--- src/rtl/spi_flash_responder.sv ---
// spi_flash_responder: SPI mode-0 serial-flash device answering READ/RDID/RDSR from a byte memory.
// All SPI pins are oversampled in the clk domain; rev 1.0.
`default_nettype none

module spi_flash_responder #(
  parameter int          ADDR_W   = 16,
  parameter logic [23:0] JEDEC_ID = 24'hEF4016
) (
  input  logic              clk,
  input  logic              resetq,
  input  logic              spi_sck,
  input  logic              spi_cs_n,
  input  logic              spi_mosi,
  output logic              spi_miso,
  output logic              spi_miso_oe,
  output logic              mem_rd,
  output logic [ADDR_W-1:0] mem_addr,
  input  logic [7:0]        mem_rdata,
  output logic              selected
);

  typedef enum logic [2:0] {
    S_IDLE   = 3'd0,
    S_CMD    = 3'd1,
    S_ADDR   = 3'd2,
    S_READ   = 3'd3,
    S_ID     = 3'd4,
    S_SR     = 3'd5,
    S_IGNORE = 3'd6
  } state_t;

  state_t            state_q, state_d;
  logic [2:0]        sck_sync_q;
  logic [2:0]        cs_sync_q;
  logic [1:0]        mosi_sync_q;
  logic [4:0]        bit_cnt_q, bit_cnt_d;
  // Holds one bit less than the address: the final bit comes straight from mosi at capture.
  logic [ADDR_W-2:0] shift_q, shift_d;
  logic [ADDR_W-1:0] addr_q, addr_d;
  logic [ADDR_W-1:0] mem_addr_q, mem_addr_d;
  logic [7:0]        tx_q, tx_d;
  logic [1:0]        id_idx_q, id_idx_d;
  logic              miso_q, miso_d;
  logic              oe_q, oe_d;
  logic              mem_rd_q, mem_rd_d;
  logic              load_q, load_d;

  logic sck_rise, sck_fall, cs_rise, cs_fall, cs_active, mosi_s;

  assign cs_active = ~cs_sync_q[1];
  assign cs_rise   = cs_sync_q[1] & ~cs_sync_q[2];
  assign cs_fall   = ~cs_sync_q[1] & cs_sync_q[2];
  assign sck_rise  = cs_active & sck_sync_q[1] & ~sck_sync_q[2];
  assign sck_fall  = cs_active & ~sck_sync_q[1] & sck_sync_q[2];
  assign mosi_s    = mosi_sync_q[1];

  always_ff @(posedge clk or negedge resetq) begin
    if (!resetq) begin
      sck_sync_q  <= 3'b000;
      cs_sync_q   <= 3'b111;
      mosi_sync_q <= 2'b00;
      state_q     <= S_IDLE;
      bit_cnt_q   <= '0;
      shift_q     <= '0;
      addr_q      <= '0;
      mem_addr_q  <= '0;
      tx_q        <= '0;
      id_idx_q    <= '0;
      miso_q      <= 1'b0;
      oe_q        <= 1'b0;
      mem_rd_q    <= 1'b0;
      load_q      <= 1'b0;
    end else begin
      sck_sync_q  <= {sck_sync_q[1:0], spi_sck};
      cs_sync_q   <= {cs_sync_q[1:0], spi_cs_n};
      mosi_sync_q <= {mosi_sync_q[0], spi_mosi};
      state_q     <= state_d;
      bit_cnt_q   <= bit_cnt_d;
      shift_q     <= shift_d;
      addr_q      <= addr_d;
      mem_addr_q  <= mem_addr_d;
      tx_q        <= tx_d;
      id_idx_q    <= id_idx_d;
      miso_q      <= miso_d;
      oe_q        <= oe_d;
      mem_rd_q    <= mem_rd_d;
      load_q      <= load_d;
    end
  end

  always_comb begin
    state_d    = state_q;
    bit_cnt_d  = bit_cnt_q;
    shift_d    = shift_q;
    addr_d     = addr_q;
    mem_addr_d = mem_addr_q;
    tx_d       = tx_q;
    id_idx_d   = id_idx_q;
    miso_d     = miso_q;
    oe_d       = oe_q;
    mem_rd_d   = 1'b0;
    load_d     = mem_rd_q;

    unique case (state_q)
      S_CMD: begin
        if (sck_rise) begin
          shift_d   = {shift_q[ADDR_W-3:0], mosi_s};
          bit_cnt_d = bit_cnt_q + 5'd1;
          if (bit_cnt_q == 5'd7) begin
            bit_cnt_d = '0;
            unique case ({shift_q[6:0], mosi_s})
              8'h03: state_d = S_ADDR;
              8'h9F: begin
                state_d  = S_ID;
                tx_d     = JEDEC_ID[23:16];
                id_idx_d = 2'd1;
              end
              8'h05: begin
                state_d = S_SR;
                tx_d    = 8'h00;
              end
              default: state_d = S_IGNORE;
            endcase
          end
        end
      end

      S_ADDR: begin
        if (sck_rise) begin
          shift_d   = {shift_q[ADDR_W-3:0], mosi_s};
          bit_cnt_d = bit_cnt_q + 5'd1;
          if (bit_cnt_q == 5'd23) begin
            bit_cnt_d  = '0;
            mem_rd_d   = 1'b1;
            mem_addr_d = {shift_q, mosi_s};
            addr_d     = {shift_q, mosi_s};
            state_d    = S_READ;
          end
        end
      end

      S_READ, S_ID, S_SR: begin
        if (sck_fall) begin
          miso_d = tx_q[7];
          tx_d   = {tx_q[6:0], 1'b0};
          oe_d   = 1'b1;
        end
        // The 8th rise closes a byte; the next one must be in tx before the following fall.
        if (sck_rise) begin
          bit_cnt_d = bit_cnt_q + 5'd1;
          if (bit_cnt_q == 5'd7) begin
            bit_cnt_d = '0;
            if (state_q == S_READ) begin
              mem_rd_d   = 1'b1;
              mem_addr_d = addr_q;
            end else if (state_q == S_ID) begin
              unique case (id_idx_q)
                2'd1: begin
                  tx_d     = JEDEC_ID[15:8];
                  id_idx_d = 2'd2;
                end
                2'd2: begin
                  tx_d     = JEDEC_ID[7:0];
                  id_idx_d = 2'd3;
                end
                default: tx_d = 8'hFF;
              endcase
            end else begin
              tx_d = 8'h00;
            end
          end
        end
      end

      default: ;
    endcase

    if (load_q && state_q == S_READ) begin
      tx_d   = mem_rdata;
      addr_d = addr_q + ADDR_W'(1);
    end

    if (cs_fall) begin
      state_d   = S_CMD;
      bit_cnt_d = '0;
    end

    if (cs_rise) begin
      state_d   = S_IDLE;
      bit_cnt_d = '0;
      oe_d      = 1'b0;
      miso_d    = 1'b0;
      mem_rd_d  = 1'b0;
      load_d    = 1'b0;
    end
  end

  assign spi_miso    = miso_q;
  assign spi_miso_oe = oe_q;
  assign mem_rd      = mem_rd_q;
  assign mem_addr    = mem_addr_q;
  assign selected    = cs_active;

endmodule

`default_nettype wire

--- config.mk ---
export PLATFORM = sky130hd
export DESIGN_NAME = spi_flash_responder
export DESIGN_NICKNAME = d
export VERILOG_FILES = /design/src/rtl/spi_flash_responder.sv
export SDC_FILE = /design/constraint.sdc
export NUM_CORES = 1
export LEC_CHECK = 0
export CAP_MARGIN = 10
export CORE_MARGIN = 1
export CORE_UTILIZATION = 55
export DETAILED_ROUTE_END_ITERATION = 10
export PLACE_DENSITY = 0.85
export SLEW_MARGIN = 25
export SYNTH_ARGS = -nofsm -noshare
export SYNTH_HDL_FRONTEND = slang
export SYNTH_SLANG_ARGS = --single-unit
--- constraint.sdc ---
create_clock -name clk -period 5.5 [get_ports clk]
set_input_delay 1.1 -clock clk [delete_from_list [all_inputs] [get_ports clk]]
set_output_delay 1.1 -clock clk [all_outputs]
set_load 0.05 [all_outputs]
Word level (Yosys, flattened, before mapping)
Index checks and enable logic that the tools add are counted.
- logic and storage cells: 136
- output and inout bits: 20
- bits in registers: 77
- bits of input ports: 13
- add/sub/neg operators: 2
- equal/unequal tests: 31
- bitwise gates (word level): 10
- mux-type cells: 57
- reduce and logical (&&, ||, !) cells: 22
- operator list (cell ; number):
    2-to-1 mux 16 bit ; 7
    2-to-1 mux 8 bit ; 8
    one-hot mux 8 bit (2 select lines) ; 3
    one-hot mux 16 bit (2 select lines) ; 1
    2-to-1 mux 5 bit ; 6
    inequality test 2 bit, second input constant ; 10
    inequality test 4 bit, second input constant ; 5
    2-to-1 mux 3 bit ; 6
    adder 16 x 1 -> 16 bit, second input constant ; 1
    2-to-1 mux 2 bit ; 7
    nonzero test 2 bit ; 7
    2-to-1 mux 1 bit ; 13
    one-hot mux 5 bit (2 select lines) ; 1
    one-hot mux 3 bit (3 select lines) ; 1
    AND reduction 9 bit ; 1
    == test 8 x 2 -> 1 bit, second input constant ; 1
    == test 8 x 3 -> 1 bit, second input constant ; 1
    == test 8 bit, second input constant ; 1
    one-hot mux 2 bit (2 select lines) ; 2
    nonzero test 4 bit ; 2
    bitwise AND 1 bit ; 6
    == test 3 x 2 -> 1 bit, second input constant ; 2
    == test 3 bit, second input constant ; 2
    inequality test 3 bit, second input constant ; 2
    other kinds (21) ; 26

Depth between registers and ports, before layout
- word-level depth: 9
- depth in mapped cells: 8
- mapped depth without buffers: 7

Worst setup path after synthesis
OpenSTA, ideal clock, no wires.
- path kind: register -> register
- start: register cs_sync_q[1]
- end: register state_q[0]
- slack: 3.191 ns
- path buffers: 1
- library setup time: 0.128 ns
- cell stages (with the launch flop): 8
- arrival time: 2.182 ns
- period minus slack after synthesis: 2.309 ns
- required time: 5.372 ns
- path through: dfstp_2 inv_1 ha_1 or2_2 clkbuf_1 nor4_1 a21oi_1 mux2_1
- word-level cells in the longest chain between the ends: 5
- elaborated cells on any way between the ends: 13
- those cells by class: eq/ne: 4; mux: 2; bitwise: 5; reduce/logical: 2
- ends and longest elaborated chain (item ; line ; RTL):
    start: declaration ; 34 ; logic [2:0] cs_sync_q;
    start signal: assignment ; 75 ; cs_sync_q <= {cs_sync_q[1:0], spi_cs_n};
    inverter 1 bit * ; 50 ; assign cs_active = ~cs_sync_q[1];
    named net selected ; 19 ; output logic selected
    bitwise AND 1 bit (2 in series) ; 53 ; assign sck_rise = cs_active & sck_sync_q[1] & ~sck_sync_q[2];
    inequality test 4 bit (no line) ; - ;
    AND reduction 5 bit (no line) ; - ;
    end signal: assignment ; 77 ; state_q <= state_d;
    end: declaration ; 32 ; state_t state_q, state_d;
Mark *: on every way through the listed nets, which the timed path passes. The rest lies on a longest branch.
A chain may end at the register's enable or synchronous reset.

Worst setup path in the final report
- start: register cs_sync_q[1]
- end: output port selected
- word-level cells in the longest chain between the ends: 1
- ends and longest elaborated chain (item ; line):
    inverter 1 bit ; 50
    end: declaration ; 19
No other way between the ends.

==> flow_summary.rst <==
.. list-table::
   :header-rows: 1

   * - Metric
     - Value
   * - Flops & latches, synth
     - 77
   * - Multiplexer share of the synthesized area
     - 0.106
   * - Number of instances in the synthesized netlist
     - 393
   * - Arrival time worst endpoint
     - 1740 ps
   * - Cell types with the highest counts after synthesis
     - 74 x dfrtp_1, 52 x nand2_1, 23 x mux2i_1
   * - Required arrival time at the worst endpoint
     - approximately 4400 ps
   * - TritonCTS clock tree
     - done
   * - Root buf cell
     - clkbuf_8
   * - Start of the worst register-to-register path
     - state_q[1]$_DFFE_PN0P_
   * - IR drop worst, VDD
     - 0.362 mV
   * - Power density of the placed cells
     - 360 mW/mm^2
   * - Xor/xnor cell area share of the yosys netlist
     - 0.00646
   * - Clk buf depth
     - 2
   * - Share of power burned in registers
     - 0.449
   * - Die X
     - 88.0 um
   * - Nature of the critical path endpoint
     - primary output
   * - Total of cells resized after clock tree synthesis
     - 0
   * - Core box area
     - approximately 0.0070 sq mm
   * - Critical path endpoint
     - selected
   * - Dominant combinational cell family by area after synthesis
     - compound AO/OA/AOI/OAI gates
   * - Ratio of cells with drive above 1 in the final layout
     - 0.154
   * - Synth Area in Adders
     - 0.0215
   * - First-pass GRT wire length
     - about 14 mm
   * - Part of the cycle the worst path needs
     - 0.517
   * - Wirelength per Cell
     - approximately 16 um
   * - Post-layout net count
     - 438
   * - Netlist cell types
     - 57
   * - Starting DRT DRC Count
     - 254
   * - Clock network latency to the later pin of the worst-skew pair
     - 350 ps
   * - Clock transition time at the flip-flop clock pins of the worst setup and hold paths
     - 90 ps
   * - Die outline height
     - 88.0 um
   * - Setup TNS after final layout
     - 0 ps
   * - Critical path launch point type
     - flop
   * - Fraction of synthesized cell area taken by the top area cell type
     - 0.455
   * - Cell types occupying the most area after synthesis
     - dfrtp_1 45%, mux2i_1 5.7%, nand2_1 4.8%
   * - Top_reg_cell synth
     - dfrtp_1
   * - Post-Synthesis Mean Instance Area
     - 10.4 sq um
   * - Setup slack, reg-to-reg
     - roughly 2900 ps
   * - Critical Path Source
     - cs_sync_q[1]$_DFF_PN1_
   * - Slew Limit Headroom
     - 0.487
   * - Cell with the most instances after synthesis
     - dfrtp_1
   * - Vias in the first global route
     - roughly 3,000
   * - Number of antenna diodes
     - 0
   * - Leakage power total
     - 1.94 nW
   * - Post-synthesis instance area
     - 0.00407 sq mm
   * - Combinational power share
     - 0.312
   * - Run status
     - finished clean
   * - Maximum achievable frequency
     - 352 MHz
   * - Level count of the clock H-tree
     - 3
   * - Seq/Total Area, Yosys
     - 0.474
   * - Synth async-reset ratio
     - 1.00
   * - Number of buffers inserted to repair setup after CTS
     - 0
   * - Final setup skew
     - 6.88 ps
   * - Switching power total
     - 619 uW
   * - Number of buffers inserted by port buffering
     - 32
   * - Share of total power consumed by net switching
     - 0.374
   * - Number of clock buffers inserted by TritonCTS
     - 9
   * - All-layer global routing usage
     - 0.235
   * - Setup repair after global routing missed its margin
     - false
   * - Initial core utilization
     - 0.583
   * - Number of synthesized flops with an enable pin
     - 0
   * - Post-synth net total
     - 413
   * - Antenna Nets Post-Route
     - 0
   * - Total number of vias
     - 3,163
   * - Count of clock tree sinks
     - slightly below 80
   * - I/O pin cnt
     - 33
   * - Synthesized-area fraction occupied by and/or/nand/nor cells
     - 0.171
   * - Count of warnings emitted by yosys
     - 0
   * - Hold-fix buffers, CTS
     - 0
   * - Estimated wirelength of the detail-placed design
     - 5.84 mm
   * - Final global-route overflow total
     - 0
   * - Row count
     - 30
   * - Hold wc startpoint
     - mosi_sync_q[0]$_DFF_PN0_
   * - Type of the worst min-delay path
     - reg2reg
   * - Length in cells of the worst reg-to-reg path
     - 5
   * - Power Internal
     - about 1.0 mW
   * - Cell taking the most area after synthesis
     - dfrtp_1
   * - Area enclosed by the die boundary
     - 0.00775 sq mm
   * - Final number of setup-violating endpoints
     - 0
   * - Final number of hold-violating endpoints
     - 0
   * - Drt drc
     - 0
   * - Slew at the pin closest to its max-slew limit
     - 767 ps
   * - Layout-stage area growth over the synthesis result
     - 13.0%
   * - Initial DRT Pass Iterations
     - 5
   * - Max-slew violation count
     - 0
   * - Clk pwr share
     - 0.239
   * - WHS
     - 351 ps
   * - Number of antenna violations at the first check in global routing
     - 0
   * - CP max FO
     - 6
   * - Area fraction in compound gates after synthesis
     - 0.179
   * - Utilization after layout
     - 0.659
   * - Placer's final routability congestion estimate
     - 0.915
   * - Largest net degree at the start of global routing
     - about 80
   * - Crit path time final
     - 2840 ps
   * - Detailed-route wire length
     - 8.40 mm
   * - Reg-to-reg critical path endpoint
     - addr_q[2]$_DFFE_PN0P_
   * - Max-cap violations
     - 0
   * - Ratio of routed vias to standard cells
     - 6.09
   * - Class of the most critical setup path
     - reg2out
-- placed cells by master (no fill, tap or decap), types with 3 or more instances in the layout --
| cell | netlist | layout |
|---|---|---|
| o21ai_0 | 14 | 14 |
| mux2_2 | 16 | 16 |
| dfstp_2 | 3 | 3 |
| mux2i_1 | 23 | 23 |
| dfrtp_1 | 74 | 74 |
| o2111ai_1 | 3 | 3 |
| o21ai_1 | 4 | 3 |
| nand2_1 | 52 | 52 |
| and2_1 | 3 | 3 |
| nor4_1 | 5 | 5 |
| a221o_1 | 8 | 8 |
| nor2_1 | 19 | 19 |
| clkdlybuf4s50_1 | 0 | 31 |
| nand2b_1 | 5 | 5 |
| o22ai_1 | 4 | 4 |
| o211ai_1 | 4 | 4 |
| inv_1 | 13 | 13 |
| nand4_1 | 6 | 6 |
| and3_1 | 5 | 5 |
| nand3_1 | 10 | 10 |
| o21a_1 | 7 | 7 |
| a21oi_1 | 16 | 16 |
| xnor2_1 | 3 | 3 |
| a22o_1 | 5 | 5 |
| and4_1 | 3 | 3 |
| a31oi_1 | 6 | 6 |
| o21ai_2 | 14 | 15 |
| a211oi_1 | 4 | 4 |
| ha_1 | 7 | 7 |
| nor3_1 | 3 | 3 |
| clkbuf_8 | 0 | 9 |
-- how the worst min path moves through the flow --
stage          depth (start not counted)                        to  slack (ps)
2_1_floorplan                          0  mosi_sync_q[1]$_DFF_PN0_         330
3_3_place_gp                           0  mosi_sync_q[1]$_DFF_PN0_         340
3_5_place_dp                           0   sck_sync_q[1]$_DFF_PN0_         340
4_1_cts                                0  mosi_sync_q[1]$_DFF_PN0_         360
5_1_grt                                0    cs_sync_q[1]$_DFF_PN1_         360
6_report                               0  mosi_sync_q[1]$_DFF_PN0_         350
-- cell families after synthesis --
logic type,Yosys count
fa+ha+maj,7
buf+inv,33
compound gates,101
simple gates,131
flops,77
xor+xnor,3
mux,41
-- power by group through the flow --
stage	Clock [mW]	Sequential (mW)	Combinational, mW
floorplan	0	0.694	0.442
global placement	0	0.743	0.496
detailed placement	0	0.751	0.510
CTS	0.402	0.741	0.513
global route	0.424	0.757	0.559
finish	0.396	0.744	0.516
-- stage by stage --
step,total power [mW],worst slack [ps],cell area [sq um],instances
after floorplan,1.14,3190,4070,393
after global placement,1.24,3040,4410,503
after detailed placement,1.26,3000,4410,503
after CTS,1.66,2640,4600,519
after global routing,1.74,2600,4600,519
final,1.66,2660,4600,519
-- metal layers --
layer | GRT usage | up-vias | share of wire | wire length [um]
li1 | - | 1505 | - | -
met1 | 0.316 | 1552 | 0.45 | 3770
met2 | 0.387 | 102 | 0.49 | 4160
met3 | 0.0528 | 4 | 0.053 | 444
met4 | 0.0660 | 0 | 0.0037 | 31
met5 | 0 | - | 0 | 0
-- critical path, cell delays in order (launching register included) --
cell	delay (ps)
dfstp_2	620
inv_1	80
clkdlybuf4s50_1	700
-- cell type report --
type / count / area, sq um
Tap cell: 96 / 120
Sequential cell: 77 / 1930
Inverter: 13 / 48.8
Multi-Input combinational cell: 283 / 1980
Fill cell: 549 / 2380
Clock buffer: 9 / 124
Timing Repair Buffer: 34 / 337
Clock inverter: 7 / 57.6
-- state kept, by name (all words and copies together), names as in the netlist --
register,count
shift_q,15
cs_sync_q,3
state_q,3
id_idx_q,2
mem_rd,1
bit_cnt_q,5
addr_q,16
mosi_sync_q,2
spi_miso,1
tx_q,8
spi_miso_oe,1
sck_sync_q,3
mem_addr,16
load_q,1
No activity file was read; power rests on OpenSTA's default activity.
